## src/rtl/trap_ctrl.sv

```systemverilog
// ----------------------------------------------------------------------------
// trap_ctrl -- trap / interrupt sequencer in front of csr_reg's write port.
//
// Takes ecall / ebreak / mret / external IRQ from the ex stage, holds the
// pipeline and walks a small Moore FSM. That FSM writes mepc, mcause and
// mstatus one per cycle and then redirects the PC. For mret it restores
// mstatus and jumps to mepc.
//
// Optional feature macro: TRAP_TIMER_EN
//   When it is defined, a 64-bit mtime counter and an mtimecmp register are
//   added. They raise a lowest-priority timer interrupt (cause CAUSE_TMR).
//   When it is undefined, mtimecmp_we_i and mtimecmp_i are ignored.
//
// Ports
//   clk, rst          clock, asynchronous active-low reset
//   inst_valid_i      ex holds a valid instruction
//   inst_addr_i       PC of the ex instruction
//   ecall_i/ebreak_i/mret_i   ex instruction decode
//   irq_i             external interrupt, level-sensitive
//   csr_mtvec_i/csr_mepc_i/csr_mstatus_i/csr_mie_i   current CSR values
//   mtimecmp_we_i/mtimecmp_i  mtimecmp write (timer build only)
//   csr_we_o/csr_waddr_o/csr_wdata_o   CSR write port
//   hold_o            stall IF/ID/EX
//   jump_o/jump_addr_o  one-cycle PC redirect
//   dbg_state_o       current FSM state (debug)
//
// Handshake: inst_valid_i qualifies the ex-stage event, and hold_o acts as
// the inverse of ready. An event is consumed in the IDLE cycle where
// inst_valid_i=1 and hold_o rises. While hold_o=1 outside IDLE, the ex
// contents are frozen and anything presented there is ignored.
// ----------------------------------------------------------------------------
module trap_ctrl #(
    parameter int unsigned     XLEN        = 32,
    parameter logic [XLEN-1:0] CAUSE_ECALL = XLEN'(32'd11),
    parameter logic [XLEN-1:0] CAUSE_EBRK  = XLEN'(32'd3),
    parameter logic [XLEN-1:0] CAUSE_EXT   = XLEN'(32'h8000_000B),
    parameter logic [XLEN-1:0] CAUSE_TMR   = XLEN'(32'h8000_0007)
) (
    input  logic            clk,
    input  logic            rst,
    input  logic            inst_valid_i,
    input  logic [XLEN-1:0] inst_addr_i,
    input  logic            ecall_i,
    input  logic            ebreak_i,
    input  logic            mret_i,
    input  logic            irq_i,
    input  logic [XLEN-1:0] csr_mtvec_i,
    input  logic [XLEN-1:0] csr_mepc_i,
    input  logic [XLEN-1:0] csr_mstatus_i,
    input  logic [XLEN-1:0] csr_mie_i,
    input  logic            mtimecmp_we_i,
    input  logic [XLEN-1:0] mtimecmp_i,
    output logic            csr_we_o,
    output logic [31:0]     csr_waddr_o,
    output logic [XLEN-1:0] csr_wdata_o,
    output logic            hold_o,
    output logic            jump_o,
    output logic [XLEN-1:0] jump_addr_o,
    output logic [2:0]      dbg_state_o
);

    typedef enum logic [2:0] {
        S_IDLE     = 3'd0,
        S_W_MEPC   = 3'd1,
        S_W_MCAUSE = 3'd2,
        S_W_MSTAT  = 3'd3,
        S_JUMP     = 3'd4,
        S_R_MSTAT  = 3'd5,
        S_JUMP_R   = 3'd6
    } state_t;

    state_t          state_q, state_d;
    logic [XLEN-1:0] pc_q, cause_q, cause_d;
    logic            trap_go, mret_go;
    logic            ext_pend, tmr_pend;
    logic            unused_bits;

    assign ext_pend = irq_i & csr_mie_i[11] & csr_mstatus_i[3];

`ifdef TRAP_TIMER_EN
    logic [63:0]     mtime_q;
    logic [XLEN-1:0] mtimecmp_q;

    always_ff @(posedge clk or negedge rst) begin
        if (!rst) begin
            mtime_q    <= '0;
            mtimecmp_q <= '1;
        end else begin
            mtime_q <= mtime_q + 64'd1;
            if (mtimecmp_we_i) mtimecmp_q <= mtimecmp_i;
        end
    end

    assign tmr_pend    = (mtime_q[XLEN-1:0] >= mtimecmp_q) & csr_mie_i[7] & csr_mstatus_i[3];
    assign unused_bits = ^{mtime_q, csr_mie_i, csr_mtvec_i[1:0]};
`else
    assign tmr_pend    = 1'b0;
    assign unused_bits = ^{mtimecmp_we_i, mtimecmp_i, CAUSE_TMR, csr_mie_i, csr_mtvec_i[1:0]};
`endif

    // Event selection in IDLE. Lower-priority events in the same cycle are
    // dropped. This is gated by rst so that hold_o stays 0 during reset.
    always_comb begin
        trap_go = 1'b0;
        mret_go = 1'b0;
        cause_d = cause_q;
        if (rst && inst_valid_i && state_q == S_IDLE) begin
            if (ecall_i) begin
                trap_go = 1'b1;
                cause_d = CAUSE_ECALL;
            end else if (ebreak_i) begin
                trap_go = 1'b1;
                cause_d = CAUSE_EBRK;
            end else if (mret_i) begin
                mret_go = 1'b1;
            end else if (ext_pend) begin
                trap_go = 1'b1;
                cause_d = CAUSE_EXT;
            end else if (tmr_pend) begin
                trap_go = 1'b1;
`ifdef TRAP_TIMER_EN
                cause_d = CAUSE_TMR;
`endif
            end
        end
    end

    // State register plus the latched PC and cause.
    always_ff @(posedge clk or negedge rst) begin
        if (!rst) begin
            state_q <= S_IDLE;
            pc_q    <= '0;
            cause_q <= '0;
        end else begin
            state_q <= state_d;
            if (trap_go || mret_go) pc_q <= inst_addr_i;
            if (trap_go) cause_q <= cause_d;
        end
    end

    // Next-state logic. Undefined encodings fall back to IDLE.
    always_comb begin
        state_d = S_IDLE;
        case (state_q)
            S_IDLE: begin
                if (trap_go)      state_d = S_W_MEPC;
                else if (mret_go) state_d = S_R_MSTAT;
                else              state_d = S_IDLE;
            end
            S_W_MEPC:   state_d = S_W_MCAUSE;
            S_W_MCAUSE: state_d = S_W_MSTAT;
            S_W_MSTAT:  state_d = S_JUMP;
            S_JUMP:     state_d = S_IDLE;
            S_R_MSTAT:  state_d = S_JUMP_R;
            S_JUMP_R:   state_d = S_IDLE;
            default:    state_d = S_IDLE;
        endcase
    end

    // Moore outputs. The only exception is hold_o in IDLE, which must stall
    // ex in the same cycle the event is accepted.
    always_comb begin
        csr_we_o    = 1'b0;
        csr_waddr_o = 32'h0;
        csr_wdata_o = '0;
        hold_o      = 1'b1;
        jump_o      = 1'b0;
        jump_addr_o = '0;
        case (state_q)
            S_IDLE: hold_o = trap_go | mret_go;
            S_W_MEPC: begin
                csr_we_o    = 1'b1;
                csr_waddr_o = 32'h341;
                csr_wdata_o = pc_q;
            end
            S_W_MCAUSE: begin
                csr_we_o    = 1'b1;
                csr_waddr_o = 32'h342;
                csr_wdata_o = cause_q;
            end
            S_W_MSTAT: begin
                // The old MIE is saved into MPIE, and MIE is cleared.
                csr_we_o       = 1'b1;
                csr_waddr_o    = 32'h300;
                csr_wdata_o    = csr_mstatus_i;
                csr_wdata_o[7] = csr_mstatus_i[3];
                csr_wdata_o[3] = 1'b0;
            end
            S_JUMP: begin
                jump_o      = 1'b1;
                jump_addr_o = {csr_mtvec_i[XLEN-1:2], 2'b00};
            end
            S_R_MSTAT: begin
                // MIE is restored from MPIE, and MPIE is set.
                csr_we_o       = 1'b1;
                csr_waddr_o    = 32'h300;
                csr_wdata_o    = csr_mstatus_i;
                csr_wdata_o[3] = csr_mstatus_i[7];
                csr_wdata_o[7] = 1'b1;
            end
            S_JUMP_R: begin
                jump_o      = 1'b1;
                jump_addr_o = csr_mepc_i;
            end
            default: ;
        endcase
    end

    assign dbg_state_o = state_q;

endmodule
```

## config.mk

```make
export PLATFORM = sky130hd
export DESIGN_NAME = trap_ctrl
export DESIGN_NICKNAME = d
export VERILOG_FILES = /design/src/rtl/trap_ctrl.sv
export SDC_FILE = /design/constraint.sdc
export NUM_CORES = 1
export LEC_CHECK = 0
export CAP_MARGIN = 40
export CORE_AREA = 2 2 117 119
export DETAILED_ROUTE_END_ITERATION = 7
export DIE_AREA = 0 0 119 121
export GPL_ROUTABILITY_DRIVEN = 0
export PLACE_DENSITY = 0.64
export SLEW_MARGIN = 20
export SYNTH_ARGS = -nofsm -noshare
export SYNTH_HDL_FRONTEND = slang
export SYNTH_SLANG_ARGS = --single-unit
```

## constraint.sdc

```tcl
create_clock -name clk -period 2.29 [get_ports clk]
set_input_delay 0.5725 -clock clk [delete_from_list [all_inputs] [get_ports clk]]
set_output_delay 0.5725 -clock clk [all_outputs]
set_load 0.1 [all_outputs]
```

; ---- After elaboration in Yosys (flattened, before gate mapping)
; Cells that the tools add are included.
[totals]
register_bits = 67
latch_bits = 0
ramBits = 0
mem_bits_ro = 0
input_bits = 200
output_inout_bits = 102
word_cells = 44
mem_count = 0
[classes]
n_addsub = 0
multipliers = 0
div_mod_pow = 0
n_lt_le_gt_ge = 0
eq_ne = 7
shift = 0
muxes = 22
bitwise = 3
reduce_logical = 9
[ops]
columns = operator, n
row1 = $mux W32, 4
row2 = $pmux W32 S4, 1
row3 = $pmux W32 S2, 1
row4 = $pmux W10 S3, 1
row5 = $pmux W3 S5, 1
row6 = $mux W1, 12
row7 = $eq A3 B3 Y1 const B, 3
row8 = $eq A3 B2 Y1 const B, 2
row9 = $mux W3, 2
row10 = $reduce_and A4 Y1, 1
row11 = $reduce_or A2 Y1, 2
row12 = $reduce_or A4 Y1, 1
row13 = $eq A3 B1 Y1 const B, 1
row14 = $logic_not A3 Y1, 1
row15 = $ne A3 B3 Y1 const B, 1
row16 = $reduce_bool A3 Y1, 1
row17 = $and A1 B1 Y1, 2
row18 = $logic_and A1 B1 Y1, 2
row19 = $logic_or A1 B1 Y1, 1
row20 = $or A1 B1 Y1, 1

; ---- Logic depth before layout (Yosys ltp)
[depth]
depth_word = 9
ltp_mapped = 6
depth_no_buf = 3

; ---- Worst setup path after synthesis
; No wires, ideal clock.
[synth_path]
path_kind = register to output
startpoint = register state_q[1] (netlist: dbg_state_o[1])
endpoint = output csr_waddr_o[8]
arrival_time_ns = 3.839
t_required_ns = 1.717
path_slack_ns = -2.122
path_stages_with_launch = 7
path_buffers = 4
cell_sequence = dfrtp_1 > buf_2 > buf_2 > buf_2 > nor2_1 > a21oi_1 > buf_4
[synth_via]
elab_chain_cells = 3
word_cells_on_any_way = 6
cone_classes = 4 x eq/ne / 1 x mux / 1 x reduce/logical
[synth_lines]
columns = element, line
row1 = start: declaration, 72  ; state_t state_q, state_d;
row2 = start signal: assignment, 135  ; state_q <= state_d;
row3 = $eq A3 B3 Y1 / $eq A3 B2 Y1 (equally long branches), 169  ; case (state_q)
row4 = $reduce_or A2 Y1 (no source line), n/a
row5 = $pmux W10 S3 *, 169
row6 = end: declaration, 54  ; output logic [31:0] csr_waddr_o,
; Mark *: on every way between the ends. The rest lies on a longest branch, timed or not.

; ---- Worst setup path after layout
[layout_path]
startpoint = register state_q[1] (netlist: dbg_state_o[1])
endpoint = output csr_wdata_o[16]
[layout_via]
elab_chain_cells = 2
word_cells_on_any_way = 5
cone_classes = 4 x eq/ne / 1 x mux
[layout_lines]
columns = element, line
row1 = "$eq A3 B3 Y1, or another cell as far along", 169
row2 = $pmux W32 S4 *, 169
row3 = end: declaration, 55  ; output logic [XLEN-1:0] csr_wdata_o,
; Marks and branches as above.

==> results.toml <==
[outcome]
status = "finished with violations"
violations = "negative setup slack"

[critical_path]
arrival_ns = 1.74
r2r_cells = 5
worstSetupEndpointType = "output pin"
critPathRequiredTime_ns = 1.72
ff2ff_setup_slack_ns = 0.25
cp-start-kind = "flip-flop"
path_max_fanout = 28
crit_type = "reg2out"

[route]
vias = 2722
routed_wirelength_mm = 10.9
drtIter0Drc = 44
post_drt_wl_per_cell_microns = 16.7
drc = 0
ant_nets = 0
dr.pass1.iters = 4
vias_per_cell = 4.18

[cts]
cts_max_level = 2
cts_buffers = 5
cts_hold_buf = 0
tritoncts = "yes"
clk_latency_ns = 0.28
cts_sinks = 38
cts_max_path_buffers = 2
clk_transition_reported_paths_ns = 0.06
cts-root-buf = "clkbuf_16"

[cells_and_area]
nets = 674
num-fill-cells = 1135
areaGrowthSynthToFinish_pct = 137
antenna_cells = 0
multi_input_area_sq_um = 2150
seq_area_sq_um = 962
final_core_util_pct = 50.3
drive_gt1_share_pct = 47.6

[yosys]
synth-simple-area-share_pct = 9.83
synth_edf_count = 0
ys_types = 36
syn_inst = 259
netlist_area_sq_um = 2770
synth_fa_ha_area_share_pct = 0
ys.flop_type = "dfrtp_1"
ys.warnings.count = 0
synthMuxAreaShare_pct = 29.5
async_flop_share_pct = 100
synth_compound_area_share_pct = 12.5
synth_xor_area_share_pct = 0.316
ys_ff_latch = 38
syn_area_per_cell_sq_um = 10.7
synth_top_family_by_area = "multiplexers"
ys_seq_area_share_pct = 34.3

[sta]
fin_crit_sh_pct = 101
hold_viol_final = 0
worst_slack_ns = -0.0218
slew_violations = 0
rsz0062_at_grt = "true"
period_minus_slack_ns = 2.31
worst_pin_slew_ns = 0.506
setup_violations = 27
holdWs_ns = 0.388
max_freq_mhz = 433
slew_headroom_pct = 66.3
fin_worst_skew_ns = 0.00184

[floorplanning]
fp.dieW_microns = 119
start_util_pct = 21.2
die_area_sq_um = 14400
ios = 302
die_y_microns = 121
core-area_sq_um = 13100
rows = 42

[placed_design]
dp_hpwl_mm = 8.67
place.port_buffers = 208

[global_route]
grt_pass1_vias = 2937
grt_pass1_wl_mm = 16.6
track_usage_pct = 15.0
grt_max_degree = 39
antenna_found_initial = 0
grt_overflow = 0

[pwr]
ir_drop_mv = 1.19
power_mw = 11.7
leakagePower_nw = 2.78
power_density_nw_per_um2 = 1780

[hold_path]
min_path_type = "in2async"

[flow_run]
drv_cap = 0
[synthesized netlist by cell type, types with 3 or more instances]
cell      instances  area (sq um)
dfrtp_1          38           951
mux2i_1          32           320
nor2_1           32           120
buf_4            29           218
mux2_4           28           420
a22o_1           27           236
buf_2            10          50.1
mux2_2            7          78.8
clkbuf_1          5          18.8
inv_1             5          18.8
nand2_1           5          18.8
o21ai_0           5          25.0
a21oi_1           4          20.0
nand2b_1          4          25.0
and3_1            3          18.8
[state kept, by name, summed over array words and instances, names as in the netlist]
name,count
pc_q,32
cause_q,3
dbg_state_o,3
[stage by stage]
| stage | TNS [ns] | instances | setup WS, ns | area, sq um |
|---|---|---|---|---|
| 2_1_floorplan | -6.08 | 285 | -0.280 | 3640 |
| 3_3_place_gp | -3.05 | 636 | -0.224 | 6340 |
| 3_5_place_dp | -3.58 | 636 | -0.239 | 6340 |
| 4_1_cts | -0.851 | 648 | -0.0331 | 6530 |
| 5_1_grt | -1.81 | 651 | -0.0645 | 6580 |
| 6_report | -0.381 | 651 | -0.0218 | 6580 |
[where the power goes]
group | switching (mW) | internal (mW)
Sequential | 0.299 | 1.02
Combinational | 5.89 | 3.77
Clock | 0.269 | 0.432
Total | 6.46 | 5.23
[worst paths after layout]
| check | from | to |
|---|---|---|
| min in group clk | cause_q[1]$_DFFE_PN0P_ | cause_q[1]$_DFFE_PN0P_ |
| max in group asynchronous | rst | dbg_state_o[2]$_DFF_PN0_ |
| worst min-delay path | rst | pc_q[6]$_DFFE_PN0P_ |
| worst min register to register | cause_q[1]$_DFFE_PN0P_ | cause_q[1]$_DFFE_PN0P_ |
| worst max-delay path | dbg_state_o[1]$_DFF_PN0_ | csr_wdata_o[16] |
| worst max register to register | dbg_state_o[2]$_DFF_PN0_ | pc_q[28]$_DFFE_PN0P_ |
[cells by family after synthesis]
kind of cell	Yosys count
multiplexers	67
XOR/XNOR	1
AND/OR/NAND/NOR	55
AO/OA/AOI/OAI	44
flip-flops	38
buffers and inverters	53
other	1
[worst max-delay path, stage by stage, from the launching register on]
cell and delay, ns:
dfrtp_4 0.52, xor2_1 0.18, and2_4 0.17, buf_12 0.18
a22o_4 0.24, buf_12 0.16
[per-layer routing]
layer / GRT usage [%] / share of wire, % / routed length [microns]
met1: 17.3 / 39 / 4200
met2: 26.4 / 51 / 5530
met3: 5.40 / 9.5 / 1030
met4: 3.35 / 0.88 / 96
met5: 0 / 0 / 0
[area by class of cell]
class | count | share of cell area [%]
timing repair buffer | 230 | 46.8
multi-input combinational | 194 | 32.6
sequential | 38 | 14.6
tap | 176 | 3.35
clock buffer | 7 | 2.17
inverter | 5 | 0.399
clock inverter | 1 | 0.0760
[cell usage in the layout, fill, tap and decap left out, types with 2 or more instances in the layout]
cell,count
a21oi_1,2
a22o_4,27
and2_4,2
and3_4,2
and3b_1,2
buf_12,80
buf_4,13
buf_6,2
clkbuf_16,6
clkdlybuf4s50_1,125
clkinvlp_4,2
conb_1,27
dfrtp_1,35
dfrtp_4,3
dlygate4sd2_1,7
inv_1,3
mux2_2,6
mux2_4,29
mux2i_1,30
nand2_1,5
nand2b_4,3
nor2_4,32
o21ai_2,3
[what timing repair did]
item | CTS | global route
pin swaps | 3 | 3
cloned | 0 | 1
gates resized for setup | 13 | 3
setup buffers | 4 | 2
endpoints found under the setup margin | 32 | 32
No activity file was read; power rests on OpenSTA's default activity.
